<file path="src/rtl/serial_subtractor_pkg.sv">
// Shared types and constants for the bit-serial subtractor.
// Optional macro: SERIAL_SUBTRACTOR_OVERFLOW_EN adds the signed overflow output.
package serial_subtractor_pkg;

    localparam int DEFAULT_WIDTH = 8;

    typedef enum logic [1:0] {
        IDLE  = 2'd0,
        SHIFT = 2'd1,
        DONE  = 2'd2
    } state_t;

endpackage

</file>
<file path="src/rtl/full_subtractor_behave.sv">
// One-bit full subtractor: diff = a - b - bin, with borrow out.
module full_subtractor_behave (
    input  logic a,
    input  logic b,
    input  logic bin,
    output logic diff,
    output logic bout
);

    always_comb begin
        diff = a ^ b ^ bin;
        bout = (~a & b) | (~a & bin) | (b & bin);
    end

endmodule

</file>
<file path="src/rtl/serial_subtractor.sv">
// Bit-serial unsigned subtractor, LSB first, one bit per clock.
// Optional macro: SERIAL_SUBTRACTOR_OVERFLOW_EN adds ovf_out (signed overflow).
module serial_subtractor
    import serial_subtractor_pkg::*;
#(
    parameter int WIDTH = DEFAULT_WIDTH
) (
    input  logic             clk,
    input  logic             rst,
    input  logic             start,
    input  logic [WIDTH-1:0] a_in,
    input  logic [WIDTH-1:0] b_in,
    output logic             busy,
    output logic             done,
    output logic [WIDTH-1:0] diff_out,
`ifdef SERIAL_SUBTRACTOR_OVERFLOW_EN
    output logic             ovf_out,
`endif
    output logic             borrow_out
);

    localparam int CW = $clog2(WIDTH);
    localparam logic [CW-1:0] LAST = CW'(WIDTH - 1);

    state_t           r_state;
    state_t           w_next;
    logic [WIDTH-1:0] r_a;
    logic [WIDTH-1:0] r_b;
    logic [WIDTH-1:0] r_res;
    logic [WIDTH-1:0] r_diff;
    logic [CW-1:0]    r_cnt;
    logic             r_borrow;
    logic             r_borrow_out;
    logic             w_accept;
    logic             w_last;
    logic             w_a_bit;
    logic             w_b_bit;
    logic             w_diff;
    logic             w_bout;

    assign w_accept = start && (r_state == IDLE || r_state == DONE);
    assign w_last   = (r_cnt == LAST);
    assign w_a_bit  = r_a[r_cnt];
    assign w_b_bit  = r_b[r_cnt];

    full_subtractor_behave u_fs (
        .a    (w_a_bit),
        .b    (w_b_bit),
        .bin  (r_borrow),
        .diff (w_diff),
        .bout (w_bout)
    );

    always_ff @(posedge clk or posedge rst) begin
        if (rst) begin
            r_state <= IDLE;
        end else begin
            r_state <= w_next;
        end
    end

    always_comb begin
        w_next = r_state;
        unique case (r_state)
            IDLE:    if (start) w_next = SHIFT;
            SHIFT:   if (w_last) w_next = DONE;
            DONE:    w_next = start ? SHIFT : IDLE;
            default: w_next = IDLE;
        endcase
    end

    // Operands stay put during SHIFT; the counter selects the bit.
    always_ff @(posedge clk or posedge rst) begin
        if (rst) begin
            r_a          <= '0;
            r_b          <= '0;
            r_res        <= '0;
            r_cnt        <= '0;
            r_borrow     <= 1'b0;
            r_diff       <= '0;
            r_borrow_out <= 1'b0;
        end else if (w_accept) begin
            r_a      <= a_in;
            r_b      <= b_in;
            r_res    <= '0;
            r_cnt    <= '0;
            r_borrow <= 1'b0;
        end else if (r_state == SHIFT) begin
            r_borrow <= w_bout;
            r_res    <= {w_diff, r_res[WIDTH-1:1]};
            if (w_last) begin
                r_diff       <= {w_diff, r_res[WIDTH-1:1]};
                r_borrow_out <= w_bout;
            end else begin
                r_cnt <= r_cnt + CW'(1);
            end
        end
    end

`ifdef SERIAL_SUBTRACTOR_OVERFLOW_EN
    logic r_ovf;

    // On the last bit the counter points at the MSB of both operands.
    always_ff @(posedge clk or posedge rst) begin
        if (rst) begin
            r_ovf <= 1'b0;
        end else if (!w_accept && r_state == SHIFT && w_last) begin
            r_ovf <= (w_a_bit != w_b_bit) && (w_diff != w_a_bit);
        end
    end

    assign ovf_out = r_ovf;
`endif

    assign busy       = (r_state == SHIFT);
    assign done       = (r_state == DONE);
    assign diff_out   = r_diff;
    assign borrow_out = r_borrow_out;

endmodule
</file>
<file path="config.mk">
export PLATFORM = sky130hd
export DESIGN_NAME = serial_subtractor
export DESIGN_NICKNAME = d
export VERILOG_FILES = /design/src/rtl/serial_subtractor_pkg.sv /design/src/rtl/full_subtractor_behave.sv /design/src/rtl/serial_subtractor.sv
export SDC_FILE = /design/constraint.sdc
export NUM_CORES = 1
export LEC_CHECK = 0
export ABC_AREA = 1
export CORE_AREA = 2 2 58 60
export CTS_CLUSTER_SIZE = 12
export DETAILED_ROUTE_END_ITERATION = 10
export DIE_AREA = 0 0 60 62
export PLACE_DENSITY = 0.8
export SKIP_CTS_REPAIR_TIMING = 1
export SYNTH_ARGS = -nofsm -noshare
export SYNTH_HDL_FRONTEND = slang
export SYNTH_SLANG_ARGS = --single-unit
</file>
<file path="constraint.sdc">
create_clock -name clk -period 3.13 [get_ports clk]
set_clock_uncertainty 0.05 [all_clocks]
set_input_delay 0.7825 -clock clk [delete_from_list [all_inputs] [get_ports clk]]
set_output_delay 0.7825 -clock clk [all_outputs]
set_load 0.1 [all_outputs]
</file>
==> qor.csv <==
metric,value,unit
worst min-delay path startpoint,diff_out[2],
worst r2r dst,r_res[7],
Core Region,3180,um2
Critical Path RT,2.30,ns
Total Routing Usage GR,17.6,%
post-synthesis mux area share,0,%
die area,3720,um2
grt total ovfl,0,
sequential-to-total area share from yosys stat,57.9,%
"top cells by count, synth","nand2_1, dfrtp_1, inv_1",
Vias,1213,
"Critical Path, Cell by Cell",inv_1 > nand2_2 > inv_2 > buf_4,
R2R cell count,8,
Yosys top cell by area,dfrtp_1,
starting density of the core,51.6,%
maxcap violations,0,
final period utilization,71.8,%
worst-path fanout max,13,
post-synthesis compound-gate area fraction,11.7,%
row cnt,21,
post-route ant nets,0,
Final #Nets,239,
drt initial violations,29,
vias in the first global route,1089,
Synth Area in XOR/XNOR,0,%
measured slew at the worst slew-check pin,0.465,ns
PortBufs,29,
antenna violations before repair,0,
via/cell ratio,4.59,
first-pass GRT wire length,4.76,mm
Critical Path Sink Type,output pin,
filler instances,283,
Root Buffer Master,clkbuf_4,
Die Y,62,um
max incr delay on CP,0.38,ns
Critical Path AT,1.41,ns
Startpoint Class,flip-flop,
Cell variety after synth,18,
routability congestion estimate,0.774,
Slew HR,69.0,%
Max Transition Viols Final,0,
num ports,30,
CTS sink count,38,
Top delay family on crit path,buffers and inverters,
Worst-path clk slew,0.10,ns
CTS tree,built,
Post-Route WL,2.84,mm
depth of the worst hold-timing path,2,
critical path's slowest cell,dfrtp_1,
area share of fa/ha/maj cells after synthesis,2.74,%
post-placement cell count,256,
Post-Syn Area,1640,um2
post-synth top area share,57.9,%
status,"complete, no violations",
synthesis-to-layout area growth,21.4,%
Max Clk Rate,445,MHz
Post-synth ARST share,100,%
per-cell routed wire length,10.8,um
Worst Hold Path EP,diff_out[2],
post-route minimum period,2.25,ns
TritonCTS Buffers,5,
Post-Synth Simple-Gate Area,17.6,%
Seq cells post-synth,38,
# setup viols final,0,
setup TNS,0,ns
H-tree depth,2,
Chip Width,60,um
DRC violations left,0,
number of synthesized flops with an enable pin,0,
top post-synthesis cells by area,"dfrtp_1, nand2_1, o21ai_0, inv_1, nand3_1",
proportion of layout cells with a drive suffix above 1,11.9,%
Syn Nets,207,
non-filler instance count after layout,264,
syn_area_per_cell,8.87,um2
Post-Syn Instances,185,
Hold Fails Final Rpt,0,
critical path buffer and inverter count,3,
synth warn,0,
largest net degree at the start of global routing,39,
Inserted Diodes,0,
dpl hpwl,1.90,mm
CTS max path bufs,2,
R2R Setup Slk,1.08,ns
DRT Pass-1 Iters,4,
largest family of logic cells by synthesized area,simple AND/OR/NAND/NOR gates,
worst r2r src,r_cnt[0],
worst skew pair latency,0.33,ns
"count leader, synth",nand2_1,
Setup Crit Path Kind,flip-flop to output pin,
Tightest Hold Check Type,flip-flop to flip-flop,
ys flop type,dfrtp_1,
RSZ-0062 raised after global routing,no,
layout make-up:
type | instances | area (um2) | area share, %
multi-input combinational | 109 | 527 | 26.4
inverter | 32 | 120 | 6.03
sequential | 38 | 951 | 47.7
clock buffer | 7 | 55.1 | 2.76
clock inverter | 1 | 5.00 | 0.251
timing repair buffer | 31 | 278 | 13.9
tap | 46 | 57.6 | 2.89
tightest hold or removal path, cell delays in order (launching register included):
cell	delay [ns]
dfrtp_1	0.36
nand2_1	0.05
o21ai_0	0.06
metal layers:
| metal | global-route usage, % | up-vias | wire, um |
|---|---|---|---|
| met3 | 5.59 | 5 | 116 |
| li1 | - | 644 | - |
| met4 | 6.67 | 0 | 52 |
| met1 | 24.6 | 542 | 1450 |
| met2 | 25.8 | 22 | 1220 |
| met5 | 0 | - | 0 |
how the worst max path moves through the flow:
stage / from / to / slack [ns] / cells after the start
after floorplan: r_state[0] / done / 0.64 / 1
after global placement: start / r_res[4] / 1.01 / 7
after detailed placement: start / r_res[1] / 0.97 / 7
after CTS: r_state[1] / busy / 0.89 / 4
after global routing: r_state[1] / busy / 0.79 / 4
final: r_state[1] / busy / 0.88 / 4
placed cells by master (no fill, tap or decap), types with 2 or more instances in the layout:
master and instances:
clkdlybuf4s50_1 18, nand2_2 2, o21ai_0 28, clkbuf_4 5, buf_4 13, nand2_1 51, o22ai_1 7, dfrtp_1 38
nor2_1 5, ha_1 2, inv_2 2, nand3_1 11, inv_1 29
logic make-up after synthesis:
kind of cell	count (synthesis)
AND/OR/NAND/NOR	70
buffers and inverters	38
flip-flops	38
AO/OA/AOI/OAI	36
adder cells (fa/ha/maj)	3
per-stage QoR:
stage          hold slack, ns  utilization [%]  setup WS [ns]  instance area (um2)
2_1_floorplan           0.393                -          0.642                 1640
3_3_place_gp            0.419             60.8           1.01                 1930
3_5_place_dp            0.425             60.8          0.971                 1930
4_1_cts                 0.450             62.7          0.893                 1990
5_1_grt                 0.476             62.7          0.789                 1990
6_report                0.445             62.7          0.884                 1990
state kept, by name, indices dropped and copies added (netlist names):
register,flops
r_state,2
borrow_out,1
r_borrow,1
r_b,8
r_cnt,3
diff_out,8
r_a,8
r_res,7
Power is not shown: default switching activity piles up to over one toggle a cycle in this logic, so the estimate is an artifact.
